File: config.mk
export PLATFORM = sky130hd
export DESIGN_NAME = friscv_wb_arbiter
export DESIGN_NICKNAME = d
export VERILOG_FILES = /design/src/rtl/friscv_wb_arbiter_pkg.sv /design/src/rtl/friscv_scfifo.sv /design/src/rtl/friscv_wb_arbiter.sv
export VERILOG_INCLUDE_DIRS = /design/src /design/src/rtl
export SDC_FILE = /design/constraint.sdc
export NUM_CORES = 1
export LEC_CHECK = 0
export CORE_ASPECT_RATIO = 0.8
export CORE_UTILIZATION = 48
export DETAILED_ROUTE_END_ITERATION = 6
export GPL_ROUTABILITY_DRIVEN = 0
export PLACE_DENSITY = 0.78
export SLEW_MARGIN = 10
export SYNTH_ARGS = -nofsm -noshare
export SYNTH_HDL_FRONTEND = slang
export SYNTH_SLANG_ARGS = --single-unit
File: constraint.sdc
create_clock -name aclk -period 5.2 [get_ports aclk]
set_clock_uncertainty 0.1 [all_clocks]
set_input_delay 1.04 -clock aclk [delete_from_list [all_inputs] [get_ports aclk]]
set_output_delay 1.04 -clock aclk [all_outputs]
set_load 0.01 [all_outputs]
File: src/rtl/friscv_h.sv
// Shared write-back definitions: register address width and write-back entry width.
`ifndef FRISCV_H
`define FRISCV_H

`define RD_W 5
`define WB_ENTRY_W(xlen) (`RD_W + (xlen) + (xlen) / 8)

`endif

File: src/rtl/friscv_wb_arbiter_pkg.sv
// Write-back arbiter constants and round-robin index helper.
`include "friscv_h.sv"

package friscv_wb_arbiter_pkg;

    localparam int unsigned RD_W = `RD_W;

    // Single-step modulo: callers never pass idx >= 2*n.
    function automatic int unsigned rr_wrap(input int unsigned idx, input int unsigned n);
        return (idx >= n) ? (idx - n) : idx;
    endfunction

endpackage

File: src/rtl/friscv_scfifo.sv
// Single-clock FIFO with full/empty flags, asynchronous and synchronous reset.
module friscv_scfifo #(
    parameter int unsigned WIDTH = 8,
    parameter int unsigned DEPTH = 2
) (
    input  logic             aclk,
    input  logic             aresetn,
    input  logic             srst,
    input  logic             push_i,
    input  logic [WIDTH-1:0] data_i,
    input  logic             pop_i,
    output logic [WIDTH-1:0] data_o,
    output logic             full_o,
    output logic             empty_o
);

    localparam int unsigned AW = $clog2(DEPTH);

    logic [AW:0]      wr_ptr_q, wr_ptr_d;
    logic [AW:0]      rd_ptr_q, rd_ptr_d;
    logic [WIDTH-1:0] mem_q [DEPTH];
    logic             do_push;
    logic             do_pop;

    // Extra pointer bit distinguishes full from empty when the indices match.
    assign empty_o = (wr_ptr_q == rd_ptr_q);
    assign full_o  = (wr_ptr_q[AW] != rd_ptr_q[AW]) && (wr_ptr_q[AW-1:0] == rd_ptr_q[AW-1:0]);
    assign do_push = push_i && !full_o && !srst;
    assign do_pop  = pop_i && !empty_o && !srst;
    assign data_o  = mem_q[rd_ptr_q[AW-1:0]];

    always_comb begin
        wr_ptr_d = wr_ptr_q;
        rd_ptr_d = rd_ptr_q;
        if (do_push) begin
            wr_ptr_d = wr_ptr_q + {{AW{1'b0}}, 1'b1};
        end
        if (do_pop) begin
            rd_ptr_d = rd_ptr_q + {{AW{1'b0}}, 1'b1};
        end
    end

    always_ff @(posedge aclk or negedge aresetn) begin
        if (!aresetn) begin
            wr_ptr_q <= '0;
            rd_ptr_q <= '0;
        end else if (srst) begin
            wr_ptr_q <= '0;
            rd_ptr_q <= '0;
        end else begin
            wr_ptr_q <= wr_ptr_d;
            rd_ptr_q <= rd_ptr_d;
        end
    end

    always_ff @(posedge aclk) begin
        if (do_push) begin
            mem_q[wr_ptr_q[AW-1:0]] <= data_i;
        end
    end

endmodule

File: src/rtl/friscv_wb_arbiter.sv
// Round-robin write-back arbiter sharing one register-file write port between units.
// Define FRISCV_WB_OUTPUT_REG_EN to register the rd_* outputs (one extra cycle of latency).
`include "friscv_h.sv"

module friscv_wb_arbiter
    import friscv_wb_arbiter_pkg::*;
#(
    parameter int unsigned XLEN       = 32,
    parameter int unsigned NB_UNIT    = 3,
    parameter int unsigned FIFO_DEPTH = 2
) (
    input  logic                      aclk,
    input  logic                      aresetn,
    input  logic                      srst,
    input  logic [NB_UNIT-1:0]        req_valid,
    output logic [NB_UNIT-1:0]        req_ready,
    input  logic [NB_UNIT*5-1:0]      req_rd_addr,
    input  logic [NB_UNIT*XLEN-1:0]   req_rd_val,
    input  logic [NB_UNIT*XLEN/8-1:0] req_rd_strb,
    output logic                      rd_wr,
    output logic [4:0]                rd_addr,
    output logic [XLEN-1:0]           rd_val,
    output logic [XLEN/8-1:0]         rd_strb,
    output logic [NB_UNIT-1:0]        pending,
    output logic                      busy
);

    localparam int unsigned STRB_W  = XLEN / 8;
    localparam int unsigned ENTRY_W = `WB_ENTRY_W(XLEN);
    localparam int unsigned PTR_W   = $clog2(NB_UNIT);

    logic [NB_UNIT-1:0] fifo_full;
    logic [NB_UNIT-1:0] fifo_empty;
    logic [NB_UNIT-1:0] fifo_push;
    logic [NB_UNIT-1:0] fifo_pop;
    logic [ENTRY_W-1:0] fifo_head [NB_UNIT];

    logic [PTR_W-1:0]   rr_ptr_q, rr_ptr_d;
    logic               grant_vld;
    logic [PTR_W-1:0]   grant_idx;
    logic [ENTRY_W-1:0] grant_entry;
    logic [RD_W-1:0]    grant_addr;
    logic [XLEN-1:0]    grant_val;
    logic [STRB_W-1:0]  grant_strb;

    for (genvar i = 0; i < NB_UNIT; i++) begin : g_unit
        logic [RD_W-1:0] unit_addr;

        assign unit_addr    = req_rd_addr[i*RD_W +: RD_W];
        // Writes to x0 are acknowledged but never reach the buffer.
        assign fifo_push[i] = req_valid[i] && (unit_addr != '0);

        friscv_scfifo #(
            .WIDTH (ENTRY_W),
            .DEPTH (FIFO_DEPTH)
        ) u_fifo (
            .aclk    (aclk),
            .aresetn (aresetn),
            .srst    (srst),
            .push_i  (fifo_push[i]),
            .data_i  ({unit_addr, req_rd_val[i*XLEN +: XLEN], req_rd_strb[i*STRB_W +: STRB_W]}),
            .pop_i   (fifo_pop[i]),
            .data_o  (fifo_head[i]),
            .full_o  (fifo_full[i]),
            .empty_o (fifo_empty[i])
        );
    end

    always_comb begin
        int unsigned idx;
        logic        found;
        idx       = 0;
        found     = 1'b0;
        grant_idx = '0;
        for (int unsigned k = 0; k < NB_UNIT; k++) begin
            idx = rr_wrap(32'(rr_ptr_q) + k, NB_UNIT);
            if (!found && !fifo_empty[PTR_W'(idx)]) begin
                found     = 1'b1;
                grant_idx = PTR_W'(idx);
            end
        end
        grant_vld = found && !srst;
    end

    always_comb begin
        fifo_pop = '0;
        rr_ptr_d = rr_ptr_q;
        if (grant_vld) begin
            fifo_pop[grant_idx] = 1'b1;
            rr_ptr_d            = PTR_W'(rr_wrap(32'(grant_idx) + 32'd1, NB_UNIT));
        end
    end

    always_ff @(posedge aclk or negedge aresetn) begin
        if (!aresetn) begin
            rr_ptr_q <= '0;
        end else if (srst) begin
            rr_ptr_q <= '0;
        end else begin
            rr_ptr_q <= rr_ptr_d;
        end
    end

    assign grant_entry                          = fifo_head[grant_idx];
    assign {grant_addr, grant_val, grant_strb}  = grant_entry;

    assign req_ready = ~fifo_full | {NB_UNIT{srst}};
    assign pending   = srst ? '0 : ~fifo_empty;

`ifdef FRISCV_WB_OUTPUT_REG_EN
    logic              out_vld_q;
    logic [RD_W-1:0]   out_addr_q;
    logic [XLEN-1:0]   out_val_q;
    logic [STRB_W-1:0] out_strb_q;

    always_ff @(posedge aclk or negedge aresetn) begin
        if (!aresetn) begin
            out_vld_q  <= 1'b0;
            out_addr_q <= '0;
            out_val_q  <= '0;
            out_strb_q <= '0;
        end else if (srst) begin
            out_vld_q  <= 1'b0;
            out_addr_q <= '0;
            out_val_q  <= '0;
            out_strb_q <= '0;
        end else begin
            out_vld_q <= grant_vld;
            if (grant_vld) begin
                out_addr_q <= grant_addr;
                out_val_q  <= grant_val;
                out_strb_q <= grant_strb;
            end
        end
    end

    // srst masks the stage immediately so reset values appear without waiting an edge.
    assign rd_wr   = out_vld_q && !srst;
    assign rd_addr = srst ? '0 : out_addr_q;
    assign rd_val  = srst ? '0 : out_val_q;
    assign rd_strb = srst ? '0 : out_strb_q;
    assign busy    = !srst && ((|(~fifo_empty)) || out_vld_q);
`else
    assign rd_wr   = grant_vld;
    assign rd_addr = grant_vld ? grant_addr : '0;
    assign rd_val  = grant_vld ? grant_val : '0;
    assign rd_strb = grant_vld ? grant_strb : '0;
    assign busy    = !srst && (|(~fifo_empty));
`endif

endmodule
==> summary.md, run 1 <==
| Metric | Value |
|---|---|
| Number of levels the H-tree was split into | 1 |
| Buffers and inverters on the worst path | 2 |
| Row count | 49 |
| CTS tree | built |
| Number of setup violations in the final report | 0 |
| Worst slack at placement | around 0.68 ns |
| Gate Count Post-Synth | 669 |
| Sw power | approximately 2.8 mW |
| Crit-path cells | xnor2_1 > nor2b_1 > a211oi_1 > nor4_4 > buf_4 > a211oi_1 > a2111oi_2 > clkdlybuf4s50_1 |
| Outcome | complete, no violations |
| Worst setup path endpoint | rd_val[26] |
| Vias | 6,537 |
| Summed instance area of the synthesized netlist | 11,000 um^2 |
| Crit-path max FO | 24 |
| Post-Layout Cell Count | 1,173 |
| Detailed Route Iter0 Violations | 394 |
| Clock insertion delay at the later pin of the skew report | roughly 0.52 ns |
| Distinct cell type count after synthesis | 46 |
| Sink Count | 260 |
| Footprint of the flip-flops and latches | 7740 um^2 |
| Number of hold violations in the final report | 0 |
| Total internal power | around 4.9 mW |
| Worst R2R End | g_unit[2].u_fifo.rd_ptr_q[1] |
| Reg-to-reg setup timing slack | 2.20 ns |
| R2R Path Start | g_unit[0].u_fifo.wr_ptr_q[0] |
| Total Nets Final | 978 |
| Combinational share of power | 43.6% |
| Areal power density over the cells | 552 nW/um^2 |
| Area fraction of the dominant cell type after synthesis | 67.1% |
| Pre-antenna DRT Iters | 5 |
| Routed Wire Length | approximately 25,000 um |
| Critical path launch point | g_unit[0].u_fifo.wr_ptr_q[0] |
| Area grow syn2layout | 26.6% |
| Path type of the worst min-delay path | flop to flop |
| Data arrival, critical path | 3.94 ns |
| Post-route DRC | 0 |
| Die ar. | 23,500 um^2 |
| Clk slew on worst S/H paths | 0.06 ns |
| Detail-routed via count per cell | approximately 5.6 |
| Largest cells by area after synthesis | sky130_fd_sc_hd__edfxtp_1 67%, sky130_fd_sc_hd__a2111oi_2 5.5%, sky130_fd_sc_hd__mux2_2 4.2% |
| Util after Layout | 62.0% |
| Total of buffers placed on input and output ports | 177 |
| Time the worst path needs with I/O delays and setup | between 5 and 6 ns |
| Vertical die dimension | 137 um |
| DP Area | 13,100 um^2 |
| Switching share of power | 36.6% |
| Most common cell after layout, fill and taps aside | sky130_fd_sc_hd__edfxtp_1 |
| Initial Utilization | about half |
| Mean instance size in the synthesized netlist | 16.5 um^2 |
| Layout filler cell count | 1,635 |
| F_max | 0.197 GHz |
| Pins Over Slew Limit | 0 |
| Placed cells | 1,125 |
| Area taken by multi-input logic gates | 3040 um^2 |
| Remaining max-slew budget at the tightest pin | 38.8% |
| Max-Cap Viols | 0 |
| Share of the yosys chip area belonging to registers | a little over two thirds |
| IR Drop Worst-Case VDD | 461 uV |
| Type of the worst setup path | flop to output port |
| Core area | around 23,000 um^2 |
| Number of synthesized register bits | 260 |
| Number of global-route vias before repair | approximately 6,600 |
| Slew of the pin with the lowest slew margin | 0.906 ns |
| Routed wire per std cell | 21.2 um |
| Die boundary width | 171 um |
| Delay of the slowest cell on the worst path | ~0.64 ns |
| Dominant delay contributor by cell family on the critical path | buffers and inverters |
| Accumulated negative setup slack | 0 ns |
| Reported leakage power | 4.47 nW |
| Maximum clock insertion buffer count | 3 |
| ANT nets after route | 0 |
| Number of antenna violations at the first check in global routing | 3 |
| Wire length of the first global-routing pass | 36,800 um |
| Element type at the critical path start | flop |
| Number of gates on the worst path with buffers counted | 8 |
| Register share of total power | 33.6% |
| Final worst setup slack | roughly 0.12 ns |
| Final design instance area without fill | between 10,000 and 15,000 um^2 |
| Most used cells in the layout excluding fill and tap cells | 246 x sky130_fd_sc_hd__edfxtp_1, 177 x sky130_fd_sc_hd__clkdlybuf4s50_1, 51 x sky130_fd_sc_hd__a21oi_1, 44 x sky130_fd_sc_hd__a211oi_1, 42 x sky130_fd_sc_hd__nor2b_1 |
| Synth Warn # | 0 |
| Clock buffers created by TritonCTS | 26 |
| Buffers inserted during post-CTS setup optimization | 0 |
| Post-route clock period utilization | 97.6% |
| Required arrival time at the worst endpoint | between 4 and 5 ns |
| Total overflow reported by the global router | 0 |
| Clk root buf | sky130_fd_sc_hd__clkbuf_16 |
| Pin count of the biggest net entering global routing | 86 |
| Hpwl dp | 15,800 um |
| Largest area contributor in the netlist | sky130_fd_sc_hd__edfxtp_1 |
| Clock network power share | 22.8% |
| Proportion of layout cells with a drive suffix above 1 | a little under a fifth |
| Type of destination of the critical path | output port |
| Setup repair after global routing missed its margin | false |
| Global router's overall resource usage | 21.2% |
| # IOs | 178 |
| Slowest stage cell, crit path | sky130_fd_sc_hd__clkdlybuf4s50_1 |
| Most used cell along the critical path | sky130_fd_sc_hd__a211oi_1 |
| Register-to-Register Path Depth | 6 |
| Number of nets produced by synthesis | 800 |
## Yosys cell counts (all sizes together)
master,count
or2,3
a22oi,2
a221oi,1
nor3,8
nand3,6
a41o,2
or3,4
a211o,1
a211oi,46
dfrtp,14
nand2,7
edfxtp,246
a2111oi,41
xor2,7
o21ai,4
clkbuf,21
ha,2
a311oi,1
mux2i,41
inv,9
o211ai,1
o41ai,1
nor4,2
o31ai,3
buf,27
xnor2,7
mux2,41
a21oi,51
nor2b,42
o31a,1
nand4,3
nor2,16
nor3b,2
o41a,1
nand2b,2
or4,3
## routing by layer
metal | GRT usage, % | vias to the layer above | wire [um]
met5 | 0 | - | 23
met4 | 5.61 | 4 | 456
met3 | 4.57 | 39 | 1850
met2 | 34.6 | 252 | 11700
met1 | 28.8 | 3205 | 10900
li1 | - | 3037 | -
## power by group through the flow
stage | sequential, mW | clock (mW) | combinational, mW
global placement | 2.62 | 0 | 3.30
detailed placement | 2.63 | 0 | 3.35
floorplan | 2.61 | 0 | 2.16
finish | 2.59 | 1.75 | 3.36
CTS | 2.59 | 1.78 | 3.37
global route | 2.60 | 1.86 | 3.62
## layout make-up
cell class,count,share of cell area [%]
clock inverters,11,0.449
repair buffers,198,13.8
flip-flops and latches,260,55.5
multi-input cells,352,21.8
inverters,9,0.242
well taps,306,2.75
clock buffers,36,5.38
diodes,1,0.0180
## metrics by stage
| stage | hold slack [ns] | total power [mW] |
|---|---|---|
| 5_1_grt | 0.508 | 8.08 |
| 6_report | 0.476 | 7.70 |
| 3_5_place_dp | 0.462 | 5.98 |
| 4_1_cts | 0.477 | 7.74 |
| 3_3_place_gp | 0.443 | 5.92 |
| 2_1_floorplan | 0.423 | 4.76 |
## state kept, by name (all words and copies together) (netlist names)
register	cells
g_unit.u_fifo.rd_ptr_q	6
g_unit.u_fifo.wr_ptr_q	6
g_unit.u_fifo.mem_q	246
rr_ptr_q	2
## repair_timing
| item | 4_1_cts | 5_1_grt |
|---|---|---|
| resized for setup | 0 | 2 |
| setup endpoints to repair | 0 | 7 |
| hold buffers | 0 | 0 |
## logic make-up (layout without fill, tap and decap cells)
family | count (synthesis) | after routing | share of synthesized area [%]
multiplexers | 82 | 82 | 7.92
adder cells (fa/ha/maj) | 2 | 2 | 0.227
other | 0 | 1 | 0
buffers and inverters | 57 | 254 | 2.58
XOR/XNOR | 14 | 14 | 1.42
AND/OR/NAND/NOR | 98 | 98 | 5.06
flip-flops | 260 | 260 | 70.3
AO/OA/AOI/OAI | 156 | 156 | 12.5
## worst register-to-register path, cell delays in order, from the launching register on
cell and delay (ns):
sky130_fd_sc_hd__dfrtp_1 0.45, sky130_fd_sc_hd__xnor2_1 0.26, sky130_fd_sc_hd__nor2b_1 0.63, sky130_fd_sc_hd__a21oi_1 0.22, sky130_fd_sc_hd__o41ai_1 0.78, sky130_fd_sc_hd__a311oi_1 0.20
sky130_fd_sc_hd__a41o_1 0.25
## worst min-delay path by stage
stage                                       from                      endpoint  slack, ns  cells past startpoint
floorplan           g_unit[0].u_fifo.wr_ptr_q[1]  g_unit[0].u_fifo.wr_ptr_q[1]       0.42                      2
global placement    g_unit[0].u_fifo.wr_ptr_q[1]  g_unit[0].u_fifo.wr_ptr_q[1]       0.44                      2
detailed placement  g_unit[0].u_fifo.wr_ptr_q[1]  g_unit[0].u_fifo.wr_ptr_q[1]       0.46                      2
CTS                 g_unit[0].u_fifo.wr_ptr_q[1]  g_unit[0].u_fifo.wr_ptr_q[1]       0.48                      2
global route                         rr_ptr_q[0]                   rr_ptr_q[0]       0.51                      2
finish              g_unit[0].u_fifo.wr_ptr_q[1]  g_unit[0].u_fifo.wr_ptr_q[1]       0.48                      2
No activity file was read; power rests on OpenSTA's default activity.
==> run 2, diff against run 1 <==
TNS_END_PERCENT = 10   (was unset)
==> results of run 2 <==
Final layout, timing and power as in run 1 (identical DEF).
